### src/rtl/rr_arbiter_4.sv
// Round-robin arbiter for four requesters: registered one-hot grant plus 2-bit mux-select index.
// Optional grant watchdog enabled by defining ARB_TIMEOUT_EN (limit set by MAX_HOLD).
module rr_arbiter_4 #(
  parameter int unsigned RESET_PTR = 0,
  parameter int unsigned MAX_HOLD  = 8
) (
  input  logic       clk,
  input  logic       rst,
  input  logic [3:0] req,
  output logic [3:0] gnt,
  output logic [1:0] gnt_idx,
  output logic       gnt_valid,
  output logic       timeout
);

  typedef enum logic {
    IDLE,
    GRANT
  } state_t;

  state_t     state, state_next;
  logic [3:0] gnt_next;
  logic [1:0] idx_next;
  logic [1:0] ptr, ptr_next;
  logic       found;
  logic [1:0] pick;
  logic       hold_expired;

  // Rotating priority search starting at ptr; the 2-bit add wraps 3 -> 0.
  always_comb begin
    logic [1:0] cand;
    found = 1'b0;
    pick  = ptr;
    cand  = ptr;
    for (int unsigned i = 0; i < 4; i++) begin
      cand = ptr + 2'(i);
      if (!found && req[cand]) begin
        found = 1'b1;
        pick  = cand;
      end
    end
  end

  always_comb begin
    state_next = state;
    gnt_next   = gnt;
    idx_next   = gnt_idx;
    ptr_next   = ptr;
    case (state)
      IDLE: begin
        if (found) begin
          state_next = GRANT;
          gnt_next   = 4'b0001 << pick;
          idx_next   = pick;
          ptr_next   = pick + 2'd1;
        end
      end
      GRANT: begin
        // Release (holder drop or watchdog) wins over any waiting request.
        if (!req[gnt_idx] || hold_expired) begin
          state_next = IDLE;
          gnt_next   = '0;
        end
      end
      default: begin
        state_next = IDLE;
        gnt_next   = '0;
      end
    endcase
  end

  always_ff @(posedge clk or posedge rst) begin
    if (rst) begin
      state   <= IDLE;
      gnt     <= '0;
      gnt_idx <= '0;
      ptr     <= 2'(RESET_PTR);
    end else begin
      state   <= state_next;
      gnt     <= gnt_next;
      gnt_idx <= idx_next;
      ptr     <= ptr_next;
    end
  end

  assign gnt_valid = |gnt;

`ifdef ARB_TIMEOUT_EN
  localparam int unsigned CNT_W = (MAX_HOLD < 2) ? 1 : $clog2(MAX_HOLD + 1);

  logic [CNT_W-1:0] hold_cnt, hold_next;
  logic             timeout_next;

  assign hold_expired = (state == GRANT) && req[gnt_idx] && (hold_cnt == CNT_W'(MAX_HOLD));

  always_comb begin
    hold_next    = hold_cnt;
    timeout_next = 1'b0;
    if (state == IDLE) begin
      hold_next = found ? CNT_W'(1) : '0;
    end else if (state_next == IDLE) begin
      hold_next    = '0;
      timeout_next = hold_expired;
    end else begin
      hold_next = hold_cnt + CNT_W'(1);
    end
  end

  always_ff @(posedge clk or posedge rst) begin
    if (rst) begin
      hold_cnt <= '0;
      timeout  <= 1'b0;
    end else begin
      hold_cnt <= hold_next;
      timeout  <= timeout_next;
    end
  end
`else
  assign hold_expired = 1'b0;
  assign timeout      = 1'b0 & (MAX_HOLD != 0);
`endif

endmodule

### config.mk
export PLATFORM = sky130hd
export DESIGN_NAME = rr_arbiter_4
export DESIGN_NICKNAME = d
export VERILOG_FILES = /design/src/rtl/rr_arbiter_4.sv
export SDC_FILE = /design/constraint.sdc
export NUM_CORES = 1
export LEC_CHECK = 0
export ABC_AREA = 1
export BUFFER_PORTS_ARGS = -buffer_cell sky130_fd_sc_hd__buf_4
export CAP_MARGIN = 15
export CORE_MARGIN = 2
export CORE_UTILIZATION = 54
export DETAILED_ROUTE_END_ITERATION = 10
export PLACE_DENSITY = 0.89
export SYNTH_ARGS = -nofsm -noshare
export SYNTH_HDL_FRONTEND = slang
export SYNTH_SLANG_ARGS = --single-unit
export TNS_END_PERCENT = 5
### constraint.sdc
create_clock -name clk -period 2.2 [get_ports clk]
set_clock_uncertainty 0.15 [all_clocks]
set_input_delay 0.66 -clock clk [delete_from_list [all_inputs] [get_ports clk]]
set_output_delay 0.66 -clock clk [all_outputs]
set_load 0.01 [all_outputs]
* Yosys cells after proc, flatten, opt, wreduce, memory -nomap -nowiden
Cells that the tools add are included.
** Storage, ports and cells
- Word-level logic and storage cells :: 49
- Output and inout port bits :: 8
- Input bits :: 6
- Flip-flop bits (word level) :: 9
** Cells by class
- Eq/ne operators :: 2
- Bitwise operators :: 1
- $lt $le $gt $ge :: 5
- Shifts and indexed selects :: 1
- Reductions and logical operators :: 9
- Add/subtract/negate cells :: 4
- Mux-type cells :: 23
** Operator list (count)
- < comparator 2 x 3 -> 1 bit, second input constant :: 5
- 2-to-1 mux 1 bit :: 11
- binary-select mux 1 bit (select 2 bit) :: 5
- 2-to-1 mux 4 bit :: 2
- one-hot mux 4 bit (2 select lines) :: 1
- 2-to-1 mux 2 bit :: 3
- adder 2 x 1 -> 2 bit, second input constant :: 2
- adder 2 bit, second input constant :: 2
- != test 2 bit, second input constant :: 2
- AND reduction 2 bit :: 2
- OR reduction 4 bit :: 1
- << shifter 1 x 2 -> 4 bit, first input constant :: 1
- logical AND 1 bit :: 3
- zero test 1 bit :: 3
- one-hot mux 1 bit (2 select lines) :: 1
- NOT 1 bit :: 1

* Logic depth before layout (Yosys ltp)
Gate-level depths: netlist of run 1.
- Depth after elaboration :: 15
- Gate-level depth with buffers :: 14
- Mapped depth without buffers :: 14

* Least setup slack after synthesis of run 1
No wires, ideal clock.
- Path kind :: input port to flip-flop
- Start :: in req[0]
- End :: reg ptr[1]
- Buffers on the path :: 0
- Data required time :: 1928 ps
- Cell stages on the path :: 13
- Data arrival time :: 1796 ps
- Setup time :: 122 ps
- Path slack :: 132 ps
- Cells stage by stage :: inv_1 -> nand2_2 -> nand2_2 -> nand2_4 -> nand2_4 -> nand3_4 -> nor2_1 -> nand2_1 -> nand2_4 -> inv_1 -> ha_1 -> nand2_1 -> o21ai_1
** On the way
- Cells in the longest elaborated chain, start to end :: 13
** RTL lines
- start, declared :: line 9 : input logic [3:0] req,
- binary-select mux 1 bit (select 2 bit) :: line 37 : if (!found && req[cand]) begin
- 2-to-1 mux 1 bit (not written as such) :: line 37
- 2-to-1 mux 1 bit :: line 37
- zero test 1 bit :: line 37
- logical AND 1 bit :: line 37
- 2-to-1 mux 1 bit :: line 37
- zero test 1 bit :: line 37
- logical AND 1 bit :: line 37
- 2-to-1 mux 1 bit :: line 37
- zero test 1 bit :: line 37
- logical AND 1 bit :: line 37
- 2-to-1 mux 2 bit (*) :: line 37
- net pick[0] :: line 26 : logic [1:0] pick;
- adder 2 x 1 -> 2 bit (*) :: line 55 : ptr_next = pick + 2'd1;
- end signal, assigned :: line 77 : ptr <= 2'(RESET_PTR);
- end signal, assigned :: line 82 : ptr <= ptr_next;
- end, declared :: line 24 : logic [1:0] ptr, ptr_next;
Mark *: on every way through the listed nets, which the timed path passes. The rest lies on a longest branch. The select of a mux whose other input is x is not followed.
A chain may end at the register's enable or synchronous reset.

* Worst setup path in the final report of run 1
- Start :: reg gnt[0]
- End :: out gnt_valid
** On the way
- Cells in the longest elaborated chain, start to end :: 1
** RTL lines
- start, declared :: line 10 : output logic [3:0] gnt,
- start signal, assigned :: line 80 : gnt <= gnt_next;
- OR reduction 4 bit :: line 86 : assign gnt_valid = |gnt;
- end, declared :: line 12 : output logic gnt_valid,
No other way between the ends.

==> results of run 1 <==
worst max-delay path by stage:
stage                       start                  to  slack, ns  depth (start not counted)
3_3_place_gp               req[0]  ptr[1]$_DFFE_PP0P_      -0.02                         14
3_5_place_dp               req[2]  ptr[1]$_DFFE_PP0P_       -0.1                         14
4_1_cts        gnt[0]$_DFFE_PP0P_           gnt_valid       0.06                          2
5_1_grt        ptr[0]$_DFFE_PP0P_  ptr[1]$_DFFE_PP0P_     0.0002                         13
6_report       gnt[0]$_DFFE_PP0P_           gnt_valid       0.06                          2
2_1_floorplan              req[0]  ptr[1]$_DFFE_PP0P_       0.13                         13
metrics by stage:
step | std cells | hold slack, ns | utilization
after floorplan | 114 | 0.338 | -
final | 150 | 0.210 | 0.728
after CTS | 150 | 0.225 | 0.725
after global routing | 150 | 0.242 | 0.728
after global placement | 146 | 0.360 | 0.705
after detailed placement | 146 | 0.366 | 0.705
registers in the layout (all words and copies together), names as in the netlist:
| signal | count |
|---|---|
| ptr | 2 |
| gnt | 4 |
| gnt_idx | 2 |
| state | 1 |
final cells by class:
class | instances | area (sq um) | share of cell area
repair buffers | 19 | 143 | 0.147
multi-input cells | 90 | 503 | 0.518
well taps | 15 | 18.8 | 0.0193
flip-flops and latches | 9 | 226 | 0.233
inverters | 13 | 53.8 | 0.0554
clock buffers | 4 | 26.3 | 0.0271
power groups by stage:
stage                     logic (mW)  registers (mW)  clock network [mW]
final                           1.31           0.315               0.129
after global routing            1.46           0.326               0.140
after CTS                       1.31           0.309               0.131
after detailed placement        1.31           0.312                   0
after global placement          1.25           0.307                   0
after floorplan                0.895           0.317                   0
cells in the final DEF (no fill, tap or decap), types with 2 or more instances in the layout:
| master | n |
|---|---|
| o21ai_4 | 2 |
| nand2_1 | 48 |
| o21ai_2 | 2 |
| dfrtp_1 | 8 |
| inv_2 | 2 |
| clkbuf_4 | 3 |
| buf_4 | 19 |
| nand3_1 | 11 |
| inv_1 | 9 |
| ha_1 | 4 |
| o21ai_0 | 2 |
| nand2_2 | 9 |
| inv_4 | 2 |
| nand2_4 | 4 |
critical path, stage by stage (launching register included):
cell and delay [ns]:
dfrtp_1 0.39, or4_1 0.52, buf_4 0.16
cells by family (layout without fill, tap and decap cells):
kind of cell    after synthesis  after routing  share of synthesized area
buf+inv                      15             36                     0.0878
flops                         9              9                      0.282
compound gates                9              9                     0.0972
simple gates                 76             76                      0.466
fa+ha+maj                     4              4                     0.0627
other cells                   1              1                    0.00470
timing repair:
| action | 4_1_cts | 5_1_grt |
|---|---|---|
| setup endpoints to repair | 0 | 2 |
| gates resized for setup | 0 | 2 |
| hold endpoints to repair | 0 | 0 |
per-layer routing:
metal	share of wire	routed length, um
met5	0	0
met4	0.0075	13
met1	0.43	744
met2	0.52	903
met3	0.042	72
==> impl_results.md, run 1 <==
* Worst Reg-to-Reg Cells at 12
* Vias in the first global route at 705
* Antenna diode count at 0
* Placed Area at 941 sq um
* Final Cell Area at a little under 1000 sq um
* Global routing usage on met3 at 0.0388
* Final period util at 0.972
* Layout cell share with drive strength beyond 1 at 0.333
* Largest net degree at the start of global routing at 11
* Yosys cell types at 22
* Antenna-violating nets left at 0
* Mapped Cells at 114
* Async S/R FF share, synth at 1.00
* Comb power frac at 0.747
* Hold buffers post-CTS at 0
* R2R setup slack at approximately 0.12 ns
* EDFF count, synth at 0
* Vias per cell at 5.24
* Max-cap viol count at 0
* Peak VDD IR at 1.18 mV
* Net Switching at 903 uW
* Crit path time final at 2.14 ns
* Initial Utilization at 0.598
* Routed len/inst at 11.6 um
* Die ar. at 1800 sq um
* Die height at 42.5 um
* Initial antenna violation count at 0
* WP data arrival at about 1.3 ns
* Syn nets at 124
* Clk Latency, worst-skew pair at between 0.2 and 0.3 ns
* Number of I/O pins at 14
* Register area share after synthesis at 0.282
* Fillers at 104
* Port bufs at 12
* Worst R2R Start: ptr[0]$_DFFE_PP0P_
* Reg-to-reg endpoint: ptr[1]$_DFFE_PP0P_
* Dpl ws at -0.0999 ns
* Worst Setup Start Kind: flop
* Slew Limit Fails at 0
* Horiz. Die Dim at between 40 and 50 um
* CTS sink cnt at 9
* Count leader, synth: nand2_1
* Post CTS Setup Buffer Count at 0
* H-tree levels at 1
* Final hold viol count at 0
* Seq pwr share at 0.179
* Flops & latches, synth at 9
* DRT Pass-1 Iters at 4
* Switching Fraction at 0.515
* Cell taking the most area after synthesis: dfrtp_1
* Clock buffer depth at 2
* Detailed Route WL at 1730 um
* DR vias at 786
* Pwr/cell area at 1810 nW/um^2
* Status: finished, final reports clean
* P_leak at 0.558 nW
* First-pass GRT wire length at 3020 um
* Clock power share at 0.074
* Overall Global Routing Usage at 0.216
* Yosys warns at 0
* Placer Congestion at 0.806
* CTS root buf: clkbuf_4
* Clk slew on worst S/H paths at 0.06 ns
* Congestion Overflow GR at 0
* Setup TNS at 0 ns
* RSZ-0062 raised after global routing: no
* Layout net count at around 150
* Share of the synthesized area in the top cell type at 0.282
* Global Route met2 Usage at 0.391
* Standard-cell row count at 13
* Kind of path behind the tightest hold check: input pin to async pin
* Top cells by area, synth: dfrtp_1 28%, nand2_1 23%, nand2_2 7.1%
* CTS tree: done
* TritonCTS Buffers at 3
* Met1 Track Usage GR at 0.259
* Crit Path Class: flop to primary output
* Area Overhead vs Synth at 21.6%
* Main flop type after synthesis: dfrtp_1
* Post-DP HPWL at 1380 um
* CORE AREA at 1330 sq um
* Most Crowded Layer GR: met2
* Final setup violation count at 0
* Mean Syn Cell Area at 7.00 sq um
* Leading cell types by count after synthesis: 48 x nand2_1, 11 x nand3_1, 9 x dfrtp_1, 9 x inv_1, 9 x nand2_2
* 1st-iter DRT viols at 27
* CP required at roughly 1.4 ns
* CP max FO at 3
* Internal power at 850 uW
* Total power at 1.75 mW
* Fmax at 468 MHz
* Crit end category: primary output
* Mapped cell area at 798 sq um
* Residual DRC at 0
* Setup ws final at ~0.062 ns
Note: power is estimated with default switching activity, not from simulation.
==> run 2, diff against run 1 <==
REMOVE_ABC_BUFFERS = 1   (was default)
==> impl_results.md, run 2 (synthesis results as in run 1) <==
* Layout cell share with drive strength beyond 1 at 0.385 (+0.0519)
* Die height at 42.5 um (unchanged)
* Vias in the first global route at 775 (+9.9%)
* Antenna diode count at 0 (unchanged)
* Net Switching at 986 uW (+9.1%)
* Final hold viol count at 0 (unchanged)
* Internal power at 861 uW (+1.3%)
* Top Family by Delay on Critical Path: simple AND/OR/NAND/NOR gates
* Commonest non-fill, non-tap cell in the layout: nand2_1
* Hold buffers post-CTS at 0 (unchanged)
* CP max stage cell: or4_1
* Worst Setup Start Kind: flop
* Antenna-violating nets left at 0 (unchanged)
* Initial antenna violation count at 0 (unchanged)
* Max-cap viol count at 0 (unchanged)
* CP bufs+invs at 1 (unchanged)
* Crit-path cells: or4_1 > buf_4
* H-tree levels at 1 (unchanged)
* CP required at 1.39 ns (about the same)
* Switching Fraction at 0.534 (+0.0187)
* Comb power frac at 0.746 (about the same)
* Vias per cell at 5.64 (+7.6%)
* Clock buffer depth at 2 (unchanged)
* TritonCTS Buffers at 3 (unchanged)
* Reg with most FFs: gnt
* Port bufs at 12 (unchanged)
* Fmax at 446 MHz (-4.6%)
* Crit Path Class: flop to primary output
* CTS tree: done
* Max reg flops at 4 (unchanged)
* Area Overhead vs Synth at 25.5%
* DR vias at 846 (+7.6%)
* Initial Utilization at 0.598 (unchanged)
* Clk slew on worst S/H paths at 0.06 ns (about the same)
* Seq pwr share at 0.183 (+0.004)
* Overall Global Routing Usage at 0.230 (+0.0138)
* Clk Latency, worst-skew pair at 0.27 ns (about the same)
* CORE AREA at 1330 sq um (unchanged)
* Crit end category: primary output
* CP max FO at 3 (unchanged)
* Crit path time final at 2.24 ns (+0.103 ns)
* First-pass GRT wire length at 3180 um (+5.2%)
* Failing checks: setup timing
* Worst path depth at 2 (unchanged)
* Final period util at 1.02 (+0.0467)
* Setup ws final at -0.0413 ns (-0.103 ns)
* Standard-cell row count at 13 (unchanged)
* Die ar. at 1800 sq um (unchanged)
* Placer Congestion at 0.866 (+7.5%)
* P_leak at 0.568 nW (+1.8%)
* DRT Pass-1 Iters at 4 (unchanged)
* CTS root buf: clkbuf_4
* Detailed Route WL at 2130 um (+23%)
* Kind of path behind the tightest hold check: input pin to async pin
* Final setup violation count at 1 (+1)
* Largest net degree at the start of global routing at 11 (unchanged)
* Post-DP HPWL at 1470 um (+6.1%)
* Residual DRC at 0 (unchanged)
* Largest registers: gnt x4, gnt_idx x2, ptr x2
* Horiz. Die Dim at 42.5 um (unchanged)
* Layout net count at 146 (unchanged)
* CTS sink cnt at 9 (unchanged)
* Clock power share at 0.071 (-0.003)
* Congestion Overflow GR at 0 (unchanged)
* Slew Limit Fails at 0 (unchanged)
* WP data arrival at 1.43 ns (+0.10 ns)
* Number of I/O pins at 14 (unchanged)
* Dpl ws at -0.0557 ns (+0.0441 ns)
* CP max stage delay at 0.58 ns (+0.06 ns)
* Min Hold Slack at 0.205 ns (-0.00490 ns)
* Status: finished with violations
* Most frequent cells in the layout: 45 x nand2_1, 18 x buf_4, 12 x nand2_2, 9 x inv_1, 8 x dfrtp_1
* Peak VDD IR at 1.08 mV (-8.3%)
* Worst Reg-to-Reg Cells at 13 (+1)
* 1st-iter DRT viols at 38 (+41%)
* Pwr/cell area at 1840 nW/um^2 (+2.0%)
* Routed len/inst at 14.2 um (+23%)
==> run 2: cell counts in the layout (fill, tap and decap cells not counted) <==
Identical to the previous run, type by type.
==> run 2: area by class of cell <==
cell class | count | area, sq um
well taps | 15 | 18.8
clock buffers | 4 | 26.3
multi-input cells | 90 | 531
fillers | 97 | 332
repair buffers | 19 | 146
flip-flops and latches | 9 | 226
inverters | 13 | 53.8
==> run 2: per-layer routing <==
layer | wire [um] | vias to the layer above | global-route usage
li1 | - | 400 | -
met1 | 755 | 389 | 0.255
met2 | 1130 | 43 | 0.425
met3 | 160 | 14 | 0.0517
met4 | 90 | 0 | 0.0750
met5 | 0 | - | 0
==> run 2: power groups by stage <==
| stage | clock network, mW | logic [mW] | registers (mW) |
|---|---|---|---|
| global route | 0.143 | 1.51 | 0.347 |
| finish | 0.131 | 1.38 | 0.338 |
| global placement | 0 | 1.20 | 0.319 |
| floorplan | 0 | 0.856 | 0.334 |
| detailed placement | 0 | 1.26 | 0.328 |
| CTS | 0.131 | 1.27 | 0.325 |
==> run 2: path summary, 6_finish.rpt <==
| kind | endpoint | slack (ns) | from |
|---|---|---|---|
| setup / recovery | gnt_valid | -0.04 | gnt[0]$_DFFE_PP0P_ |
| hold reg to reg | gnt_idx[1]$_DFFE_PP0P_ | 0.40 | gnt_idx[1]$_DFFE_PP0P_ |
| min in group clk | gnt_idx[1]$_DFFE_PP0P_ | 0.40 | gnt_idx[1]$_DFFE_PP0P_ |
| max in group asynchronous | ptr[0]$_DFFE_PP0P_ | 1.42 | rst |
| hold / removal | gnt[2]$_DFFE_PP0P_ | 0.21 | rst |
| setup reg to reg | gnt[0]$_DFFE_PP0P_ | 0.09 | ptr[0]$_DFFE_PP0P_ |
==> run 2: timing repair <==
| action | in CTS | in global routing |
|---|---|---|
| resized for setup | 0 | 10 |
| setup buffers | 0 | 1 |
| setup endpoints to repair | 0 | 5 |
==> run 2: stage by stage <==
step	TNS, ns	area (sq um)	util	power (mW)	instances
5_1_grt	-0.0909	1000	0.751	2.00	150
6_report	-0.0413	1000	0.751	1.85	150
3_3_place_gp	-0.0182	933	0.700	1.52	145
4_1_cts	0	960	0.720	1.73	149
3_5_place_dp	-0.142	933	0.700	1.59	145
2_1_floorplan	0	779	-	1.19	112
